--- src/rtl/conv_encoder_r4.sv ---
// conv_encoder_r4: radix-4, rate-1/2, K=3 convolutional encoder (g0=7, g1=5).
// Takes one 2-bit information pair per cycle and emits one registered 4-bit
// codeword. Each frame is FRAME_PAIRS pairs followed by one zero tail word,
// so every frame starts and ends in shift state 00.
// Optional build macro: ENC_ERR_INJ_EN adds i_err_mask, which is XORed into
// every loaded codeword (tail included) without touching the shift state.
module conv_encoder_r4 #(
  parameter int FRAME_PAIRS = 8,
  parameter int CNT_W       = 8
) (
  input  logic       clk,
  input  logic       rst,
  input  logic       en_enc,
`ifdef ENC_ERR_INJ_EN
  input  logic [3:0] i_err_mask,
`endif
  input  logic       i_start,
  input  logic       i_valid,
  input  logic [1:0] i_data,
  output logic       o_ready,
  output logic [3:0] o_Tx,
  output logic       o_valid,
  output logic       o_last,
  input  logic       i_rdy,
  output logic       o_busy
);

  typedef enum logic [1:0] {
    IDLE = 2'd0,
    ENC  = 2'd1,
    TAIL = 2'd2,
    DONE = 2'd3
  } state_t;

  localparam logic [CNT_W-1:0] LAST_CNT = CNT_W'(FRAME_PAIRS - 1);

  state_t           r_state;
  state_t           w_next_state;
  logic [1:0]       r_sh;       // {s1, s0}: s1 = previous bit, s0 = the one before
  logic [CNT_W-1:0] r_cnt;
  logic [3:0]       r_tx;
  logic             r_valid;
  logic             r_last;

  logic             w_slot_free;
  logic             w_ready;
  logic             w_accept;
  logic             w_load_tail;
  logic [5:0]       w_enc;      // {codeword, next state} for the input pair
  logic [5:0]       w_tail;     // {codeword, next state} for the zero tail pair
  logic [3:0]       w_mask;

  // Encode two bits in time order: u[1] first, then u[0] from the updated state.
  // Result is {c0a, c1a, c0b, c1b, s1', s0'}.
  function automatic logic [5:0] enc_pair(input logic [1:0] st, input logic [1:0] u);
    logic s1, s0, c0a, c1a, c0b, c1b;
    s1  = st[1];
    s0  = st[0];
    c0a = u[1] ^ s1 ^ s0;
    c1a = u[1] ^ s0;
    s0  = s1;
    s1  = u[1];
    c0b = u[0] ^ s1 ^ s0;
    c1b = u[0] ^ s0;
    s0  = s1;
    s1  = u[0];
    return {c0a, c1a, c0b, c1b, s1, s0};
  endfunction

  assign w_enc  = enc_pair(r_sh, i_data);
  assign w_tail = enc_pair(r_sh, 2'b00);

`ifdef ENC_ERR_INJ_EN
  assign w_mask = i_err_mask;
`else
  assign w_mask = 4'b0000;
`endif

  // The output register can take a new word when empty or being drained now.
  assign w_slot_free = !r_valid || i_rdy;

  // Next-state and handshake decode; enable gates every action.
  always_comb begin
    w_next_state = r_state;
    w_ready      = 1'b0;
    w_load_tail  = 1'b0;
    case (r_state)
      IDLE: begin
        if (i_start) w_next_state = ENC;
      end
      ENC: begin
        w_ready = w_slot_free;
        if (i_valid && w_slot_free && (r_cnt == LAST_CNT)) w_next_state = TAIL;
      end
      TAIL: begin
        if (w_slot_free) begin
          w_load_tail  = 1'b1;
          w_next_state = DONE;
        end
      end
      DONE: begin
        if (r_valid && i_rdy) w_next_state = IDLE;
      end
      default: w_next_state = IDLE;
    endcase
  end

  assign o_ready  = en_enc && w_ready;
  assign w_accept = o_ready && i_valid;

  // FSM, shift state, pair counter and output register; frozen while en_enc=0.
  always_ff @(posedge clk) begin
    if (!rst) begin
      r_state <= IDLE;
      r_sh    <= 2'b00;
      r_cnt   <= '0;
      r_tx    <= 4'b0000;
      r_valid <= 1'b0;
      r_last  <= 1'b0;
    end else if (en_enc) begin
      r_state <= w_next_state;
      if (r_state == IDLE && i_start) begin
        r_cnt <= '0;
        r_sh  <= 2'b00;
      end
      if (w_accept) begin
        r_tx    <= w_enc[5:2] ^ w_mask;
        r_valid <= 1'b1;
        r_last  <= 1'b0;
        r_sh    <= w_enc[1:0];
        r_cnt   <= r_cnt + 1'b1;
      end else if (w_load_tail) begin
        r_tx    <= w_tail[5:2] ^ w_mask;
        r_valid <= 1'b1;
        r_last  <= 1'b1;
        r_sh    <= 2'b00;
      end else if (r_valid && i_rdy) begin
        r_valid <= 1'b0;
        r_last  <= 1'b0;
      end
    end
  end

  assign o_Tx    = r_tx;
  assign o_valid = r_valid;
  assign o_last  = r_last;
  assign o_busy  = (r_state != IDLE);

endmodule

--- config.mk ---
export PLATFORM = sky130hd
export DESIGN_NAME = conv_encoder_r4
export DESIGN_NICKNAME = d
export VERILOG_FILES = /design/src/rtl/conv_encoder_r4.sv
export SDC_FILE = /design/constraint.sdc
export NUM_CORES = 1
export LEC_CHECK = 0
export CORE_MARGIN = 3
export CORE_UTILIZATION = 52
export DETAILED_ROUTE_END_ITERATION = 7
export PLACE_DENSITY = 0.77
export SLEW_MARGIN = 20
export SYNTH_ARGS = -nofsm -noshare
export SYNTH_HDL_FRONTEND = slang
export SYNTH_SLANG_ARGS = --single-unit
--- constraint.sdc ---
create_clock -name clk -period 1.77 [get_ports clk]
set_input_delay 0.354 -clock clk [delete_from_list [all_inputs] [get_ports clk]]
set_output_delay 0.354 -clock clk [all_outputs]
set_load 0.05 [all_outputs]
Word-level counts from Yosys, hierarchy flattened
Index checks and enable logic that the tools add are counted.
{"block": "word_totals", "ff_bits": 18, "input_bits": 8, "output_inout_bits": 8}
{"block": "classes", "addsub": 1, "reduce_logical": 19, "n_bitwise": 7, "muxes": 19, "eq_ne": 8}
{"operator": "8-bit two-way mux", "n": 2}
{"operator": "2-bit two-way mux", "n": 7}
{"operator": "8-bit by 1-bit adder with 8-bit output (second input constant)", "n": 1}
{"operator": "8-bit by 3-bit equality test with 1-bit output (second input constant)", "n": 1}
{"operator": "4-bit two-way mux", "n": 2}
{"operator": "2-bit inequality test (second input constant)", "n": 4}
{"operator": "2-bit case mux with 4 select lines", "n": 1}
{"operator": "2-bit AND reduction", "n": 4}
{"operator": "1-bit two-way mux", "n": 7}
{"operator": "1-bit bitwise XOR", "n": 7}
{"operator": "1-bit logical AND", "n": 6}
{"operator": "2-bit nonzero test", "n": 3}
{"operator": "3-bit nonzero test", "n": 2}
{"operator": "5-bit AND reduction", "n": 1}
{"operator": "2-bit equality test (second input constant)", "n": 2}
{"operator": "2-bit by 1-bit equality test with 1-bit output (second input constant)", "n": 1}
{"operator": "2-bit zero test", "n": 1}
{"operator": "1-bit zero test", "n": 1}
{"operator": "1-bit logical OR", "n": 1}

Longest topological paths before layout
Gate-level depths: netlist of the first run.
{"block": "logic_depth", "depth_word": 7, "ltp_mapped": 7, "ltp_nobuf": 6}

Worst setup path after synthesis of the first run
Ideal clock, no wire load.
{"block": "synth_timing", "kind": "register to output", "start": "register r_valid, in the netlist o_valid", "end": "output o_ready", "n_path_buf": 1, "arrival_time_ps": 1287, "setup_slack_ps": 129, "stages_incl_launch_ff": 4, "path_cell_list": "dfxtp_1 -> nand2b_1 -> buf_4 -> and3_1"}
{"block": "synth_between", "elab_chain_len": 4}
{"element": "start, declared", "line_no": "42", "source": "logic r_valid;"}
{"element": "start signal, assigned", "line_no": "118", "source": "r_valid <= 1'b0;"}
{"element": "start signal, assigned", "line_no": "128", "source": "r_valid <= 1'b1;"}
{"element": "start signal, assigned", "line_no": "134", "source": "r_valid <= 1'b1;"}
{"element": "1-bit zero test", "line_no": "80", "source": "assign w_slot_free = !r_valid || i_rdy;"}
{"element": "1-bit logical OR", "line_no": "80"}
{"element": "1-bit two-way mux", "line_no": "87", "source": "case (r_state)"}
{"element": "1-bit logical AND", "line_no": "108", "source": "assign o_ready = en_enc && w_ready;"}
{"element": "end, declared", "line_no": "20", "source": "output logic o_ready,"}
Every way passes these cells.

Worst setup path after layout of the first run
{"block": "layout_timing", "start": "register r_state[1]", "end": "output o_ready"}
{"block": "layout_between", "elab_chain_len": 3}
{"element": "start, declared", "line_no": "37", "source": "state_t r_state;"}
{"element": "start signal, assigned", "line_no": "121", "source": "r_state <= w_next_state;"}
{"element": "2-bit by 1-bit equality test with 1-bit output", "line_no": "87"}
{"element": "1-bit two-way mux", "line_no": "87"}
{"element": "1-bit logical AND", "line_no": "108"}
Every way passes these cells.

==> results of run 1 <==
==> area by class of cell <==
| cell class | instances | share of cell area |
|---|---|---|
| clock buffers | 4 | 0.0255 |
| well taps | 25 | 0.0220 |
| flip-flops and latches | 18 | 0.255 |
| repair buffers | 36 | 0.221 |
| inverters | 6 | 0.0158 |
| multi-input cells | 93 | 0.460 |
==> metrics by stage <==
step / worst slack, ns / cell area, um^2 / setup TNS [ns] / utilization
after floorplan: 0.129 / 1040 / 0 / -
after global placement: -0.152 / 1350 / -1.04 / 0.751
after detailed placement: -0.170 / 1350 / -1.47 / 0.751
after CTS: 0.0174 / 1410 / 0 / 0.783
after global routing: -0.00591 / 1420 / -0.00591 / 0.790
final: 0.0710 / 1420 / 0 / 0.790
==> routing by layer <==
metal  share of wire  vias to the layer above
met1            0.42                      492
met2            0.51                       38
li1                -                      526
met5               0                        -
met3           0.046                       10
met4           0.025                        0
==> layout by cell type, fill, tap and decap left out, drive strengths merged, types with 2 or more instances in the layout <==
master,instances
nand3b,2
a211oi,2
nor4,3
nand4,2
mux2i,2
xor2,2
clkdlybuf4s50,6
and3,3
xnor2,3
o21ai,8
a21oi,15
nor2,6
ha,5
or4,5
inv,6
a31oi,2
o31ai,4
buf,29
nand3,8
nand2,4
nor3,3
clkbuf,4
dfxtp,18
nand2b,3
==> logic make-up (layout without fill, tap and decap cells) <==
logic type               after synthesis  after routing  synth area share
AND/OR/NAND/NOR                       45             45             0.263
AO/OA/AOI/OAI                         36             36             0.224
flip-flops                            18             18             0.345
buffers and inverters                 10             46            0.0468
adder cells (fa/ha/maj)                5              5            0.0600
XOR/XNOR                               5              5            0.0420
multiplexers                           2              2            0.0192
==> final timing paths <==
path,start,end,cells past startpoint
worst max register to register,r_cnt[3],r_state[0],4
worst max-delay path,r_state[1],o_ready,5
worst min register to register,o_Tx[3],o_Tx[3],2
worst min-delay path,o_Tx[3],o_Tx[3],2
==> worst reg2reg max path, delay by kind of cell, from the launching register on <==
kind	cells	cell delay, ns
compound gates	1	0.23
simple gates	3	0.90
flops	1	0.39
==> power by group <==
group	internal [mW]	total [mW]	switching [mW]
combinational	0.124	0.275	0.151
sequential	0.419	0.432	0.0127
clock	0.125	0.255	0.129
==> state kept, by name, indices dropped and copies added (netlist names) <==
signal,flops
r_state,2
o_last,1
r_sh,2
r_cnt,8
o_Tx,4
o_valid,1
==> what timing repair did <==
| action | CTS | global route |
|---|---|---|
| resized for setup | 3 | 5 |
| endpoints found under the setup margin | 1 | 7 |
| setup buffers | 1 | 0 |
==> metrics, run 1 <==
Final period util 0.960; vias in the first global route 1,013; Post-Route WL 2640 um; placer's final routability congestion estimate 0.780; number of synthesized flops with an enable pin 0; Worst Skew 0.00247 ns; CTS root buf clkbuf_4; CTS tree done; FF-to-FF setup slack 0.14 ns; Overflow after GRT 0; H-tree levels 1; Peak VDD IR 581 uV; Area growth, synth to finish 36.5%; Ys Warns 0; min-delay worst type reg2reg; # hold bufs at CTS 0; met1 global-route usage 0.279; n_diodes 0; DR vias/cell 5.86; maximum buffer depth of the clock tree 2; Clock Latency Late Sink 0.29 ns; Syn Nets 134; main area contributors after synthesis dfxtp_1 35%, a21oi_1 7.2%, ha_1 6.0%, nand3_1 3.8%, or4_1 3.6%; max frequency 589 MHz; met3 usage 0.0297; P_leak 0.551 nW; Req. time, crit path 1.42 ns; met2 usage 0.391; Hold Slack 0.478 ns; NumNets Final 171; Slew Viols, Final 0; crit-path cells inv_2 -> ha_2 -> buf_4 -> and3_4 -> buf_12; Most Crowded Layer GR met2; relative slew slack 0.740; sequential share of the synthesized area 0.345; GRT Overall Usage 0.230; Die X 50.8 um; critical path's slowest cell dfxtp_2; maximum number of pins on one net before global-route repair 13; Crit Path Max Fanout 7; Die Y 50.8 um; sequential cell area 363 um^2; outcome completed; Synth top area share 0.345; CTS Buf Count 3; Starting DRT DRC Count 36; synth cell count leaders 18 x dfxtp_1, 15 x a21oi_1, 8 x nand3_1, 7 x o21ai_0; Yosys reg bits 18; first-pass GRT wire length 4440 um; max capacitance violation total 0; Cell Pwr Density 675 mW/mm^2; Buf/Inv on CP 3; critical path data arrival time 1.34 ns; Layout Cells excl Fill 182; total power draw 0.962 mW; Most used DFF post-synth dfxtp_1; Setup crit start kind flop; cell family with most CP delay flip-flops; min cycle time layout 1.70 ns; Routed WL per cell 14.5 um; Yosys cell types 39; Fillers 142; DRC 0; Worst-path clk slew 0.11 ns; CP endpoint kind output pin; Cells after Synth 121; Placed Instances 177; multi-input logic area 656 um^2; Final Setup Violations 0; transition time of the tightest slew-check pin 0.390 ns; max incr delay on CP 0.36 ns; Post-DP HPWL 1950 um; CTS Sinks 18; Netlist Area Pre-Place 0.00104 mm^2; asr flop ratio synth 0; post-synth top area cell dfxtp_1; most common cell in the netlist dfxtp_1; Routed Antenna Nets 0; Core Area 0.00180 mm^2; syn_area_per_cell 8.62 um^2; layout cells sized above 1 0.280; IO Count 16; DR pass1 iterations 4; die area 0.00258 mm^2; Setup Crit Path Kind reg2out; initial antenna violation count 0; vias 1,066; Fin. Hold Viols 0; Starting Density 0.579; # port buffers 15; Cell Rows 15
No activity file was read; power rests on OpenSTA's default activity.
==> inputs of run 2 (changes only) <==
Clock period 1.77 ns to 1.6 ns, I/O delays scaled along.
==> run 2 against run 1 <==
  * The flow now finishes with violations (setup timing)
  * Non-clock buffer count increased by 9
  * Cell area increased by 12%
  * Count of clock-buffer cells in the layout is the same
  * Largest cell class unchanged
  * Largest power group unchanged
==> metrics, run 2 (synthesized netlist as in run 1, its figures left out) <==
Final period util 1.06; transition time of the tightest slew-check pin 0.415 ns (was 0.390 ns); outcome complete, but fails checks (was completed); n_diodes 0 (unchanged); Setup crit start kind flop (unchanged); Reg-to-Reg End r_state[0] (unchanged); Routed Antenna Nets 0 (unchanged); CTS root buf clkbuf_4 (unchanged); multi-input logic area 734 um^2 (was 656 um^2); # port buffers 15 (unchanged); DR vias/cell 6.53 (was 5.86); Die X 50.8 um (unchanged); Cell Rows 15 (unchanged); Crit Path Max Fanout 6 (was 7); Starting DRT DRC Count 74 (was 36); placer's final routability congestion estimate 0.821 (was 0.780); post-layout util 0.884 (was 0.790); die area 0.00258 mm^2 (unchanged); maximum buffer depth of the clock tree 2 (unchanged); max reg flops 8 (unchanged); initial antenna violation count 0 (unchanged); min cycle time layout 1.70 ns; vias 1,253 (was 1,066); sequential cell area 367 um^2 (was 363 um^2); Starting Density 0.579 (unchanged); Core Area 0.00180 mm^2 (unchanged); GRT Overall Usage 0.300 (was 0.230); Cell Pwr Density 729 mW/mm^2 (was 675 mW/mm^2); Peak VDD IR 585 uV (was 581 uV); vias in the first global route 1,219 (was 1,013); H-tree levels 1 (unchanged); Clock Latency Late Sink 0.30 ns (was 0.29 ns); largest reg by FF count r_cnt (unchanged); RSZ-0062 raised after global routing yes; DRC 0 (unchanged); Post-DP HPWL 2080 um (was 1950 um); total power draw 1.16 mW (was 0.962 mW); max capacitance violation total 0 (unchanged); Worst-path clk slew 0.10 ns (was 0.11 ns); min-delay worst type reg2reg (unchanged); Worst Skew 0.00353 ns (was 0.00247 ns); Overflow after GRT 0 (unchanged); final worst slack -0.104 ns (was 0.0710 ns); layout cells sized above 1 0.425 (was 0.280); Die Y 50.8 um (unchanged); most frequent cells in the layout 32 x buf_4, 15 x dfxtp_1, 11 x a21oi_1, 7 x nand3_1, 6 x nor2_1 (was 27 x buf_4, 16 x dfxtp_1, 15 x a21oi_1, 8 x nand3_1, 7 x o21ai_0); Post-Route WL 3880 um (was 2640 um); first-pass GRT wire length 5690 um (was 4440 um); Area growth, synth to finish 52.6% (was 36.5%); relative slew slack 0.723 (was 0.740); IO Count 16 (unchanged); maximum number of pins on one net before global-route repair 11 (was 13); Fin. Hold Viols 0 (unchanged); CTS Sinks 18 (unchanged); Worst R2R Path Depth 4 (unchanged); Setup Crit Path Kind reg2reg (was reg2out); Routed WL per cell 20.2 um (was 14.5 um); NumNets Final 181 (was 171); start point of the worst hold path r_cnt[7] (was o_Tx[3]); commonest non-fill, non-tap cell in the layout buf_4 (unchanged); max frequency 587 MHz; Final Setup Violations 3 (was 0); Fillers 80 (was 142); Hold Path End r_cnt[7] (was o_Tx[3]); Reg-to-Reg Start r_cnt[4] (was r_cnt[3]); CTS tree done (unchanged); P_leak 0.603 nW (was 0.551 nW); failing checks setup timing; CTS Buf Count 3 (unchanged); Hold Crit Depth 2 (unchanged); DR pass1 iterations 5 (was 4); Slew Viols, Final 0 (unchanged); CP endpoint kind flop (was output pin); Req. time, crit path 1.79 ns (was 1.42 ns); FF-to-FF setup slack -0.10 ns (was 0.14 ns); critical path data arrival time 1.89 ns (was 1.34 ns)
run 2: cell types whose count changed in the layout (fill, tap and decap cells not counted), sizes merged:
cell	delta
dlygate4sd2	+2
buf	+9
a31oi	+1
clkdlybuf4s50	-1
dlymetal6s2s	-1
run 2: routing by layer:
metal / global-route usage / up-vias / wire length (um)
li1: - / 554 / -
met1: 0.333 / 568 / 1400
met2: 0.520 / 103 / 1880
met3: 0.0564 / 28 / 356
met4: 0.193 / 0 / 233
met5: 0 / - / 0
run 2: where the power goes:
| part | total [mW] | internal [mW] | leakage, nW | switching, mW |
|---|---|---|---|---|
| Clock | 0.285 | 0.139 | 0.0210 | 0.146 |
| Combinational | 0.397 | 0.181 | 0.435 | 0.217 |
| Sequential | 0.479 | 0.463 | 0.147 | 0.0159 |
run 2: how the worst max path moves through the flow:
stage                     depth (start not counted)       start          to  slack, ns
after floorplan                                   6  r_state[1]    r_cnt[7]       0.01
final                                             4    r_cnt[4]  r_state[0]      -0.10
after global placement                            7      en_enc    r_cnt[1]      -0.26
after CTS                                         5  r_state[1]     o_ready      0.005
after detailed placement                          7      en_enc    r_cnt[5]      -0.34
after global routing                              8  r_state[1]  r_state[0]      -0.24
run 2: critical path: stages, from the launching register on:
cell	delay (ns)
dfxtp_1	0.38
or4_1	0.55
o21a_1	0.26
nor4_2	0.32
nor3_1	0.08
run 2: timing repair:
action | in CTS | in global routing
gates cloned | 1 | 0
setup buffers | 6 | 0
pin swaps | 1 | 3
hold buffers | 0 | 0
gates resized for setup | 19 | 16
endpoints found under the setup margin | 9 | 14
endpoints found under the hold margin | 0 | 0
run 2: area by class of cell:
class                      instances  share of cell area
multi-input combinational         94               0.461
tap                               25              0.0196
inverter                           6              0.0141
clock buffer                       4              0.0228
sequential                        18               0.230
timing repair buffer              45               0.252
run 2: through the flow:
step | TNS (ns) | setup WS (ns) | std cells | hold WS [ns] | instance area (um^2)
floorplan | 0 | 0.0142 | 121 | 0.447 | 1050
global placement | -3.03 | -0.258 | 181 | 0.456 | 1400
detailed placement | -4.00 | -0.336 | 181 | 0.459 | 1400
CTS | 0 | 0.00533 | 192 | 0.476 | 1540
global route | -0.787 | -0.239 | 192 | 0.539 | 1590
finish | -0.154 | -0.104 | 192 | 0.498 | 1590
==> inputs of run 3 (changes only) <==
Settings changed: SLEW_MARGIN 20 to unset.
==> results of run 3 <==
No change in the layout: final DEF, timing and power equal those of run 2.
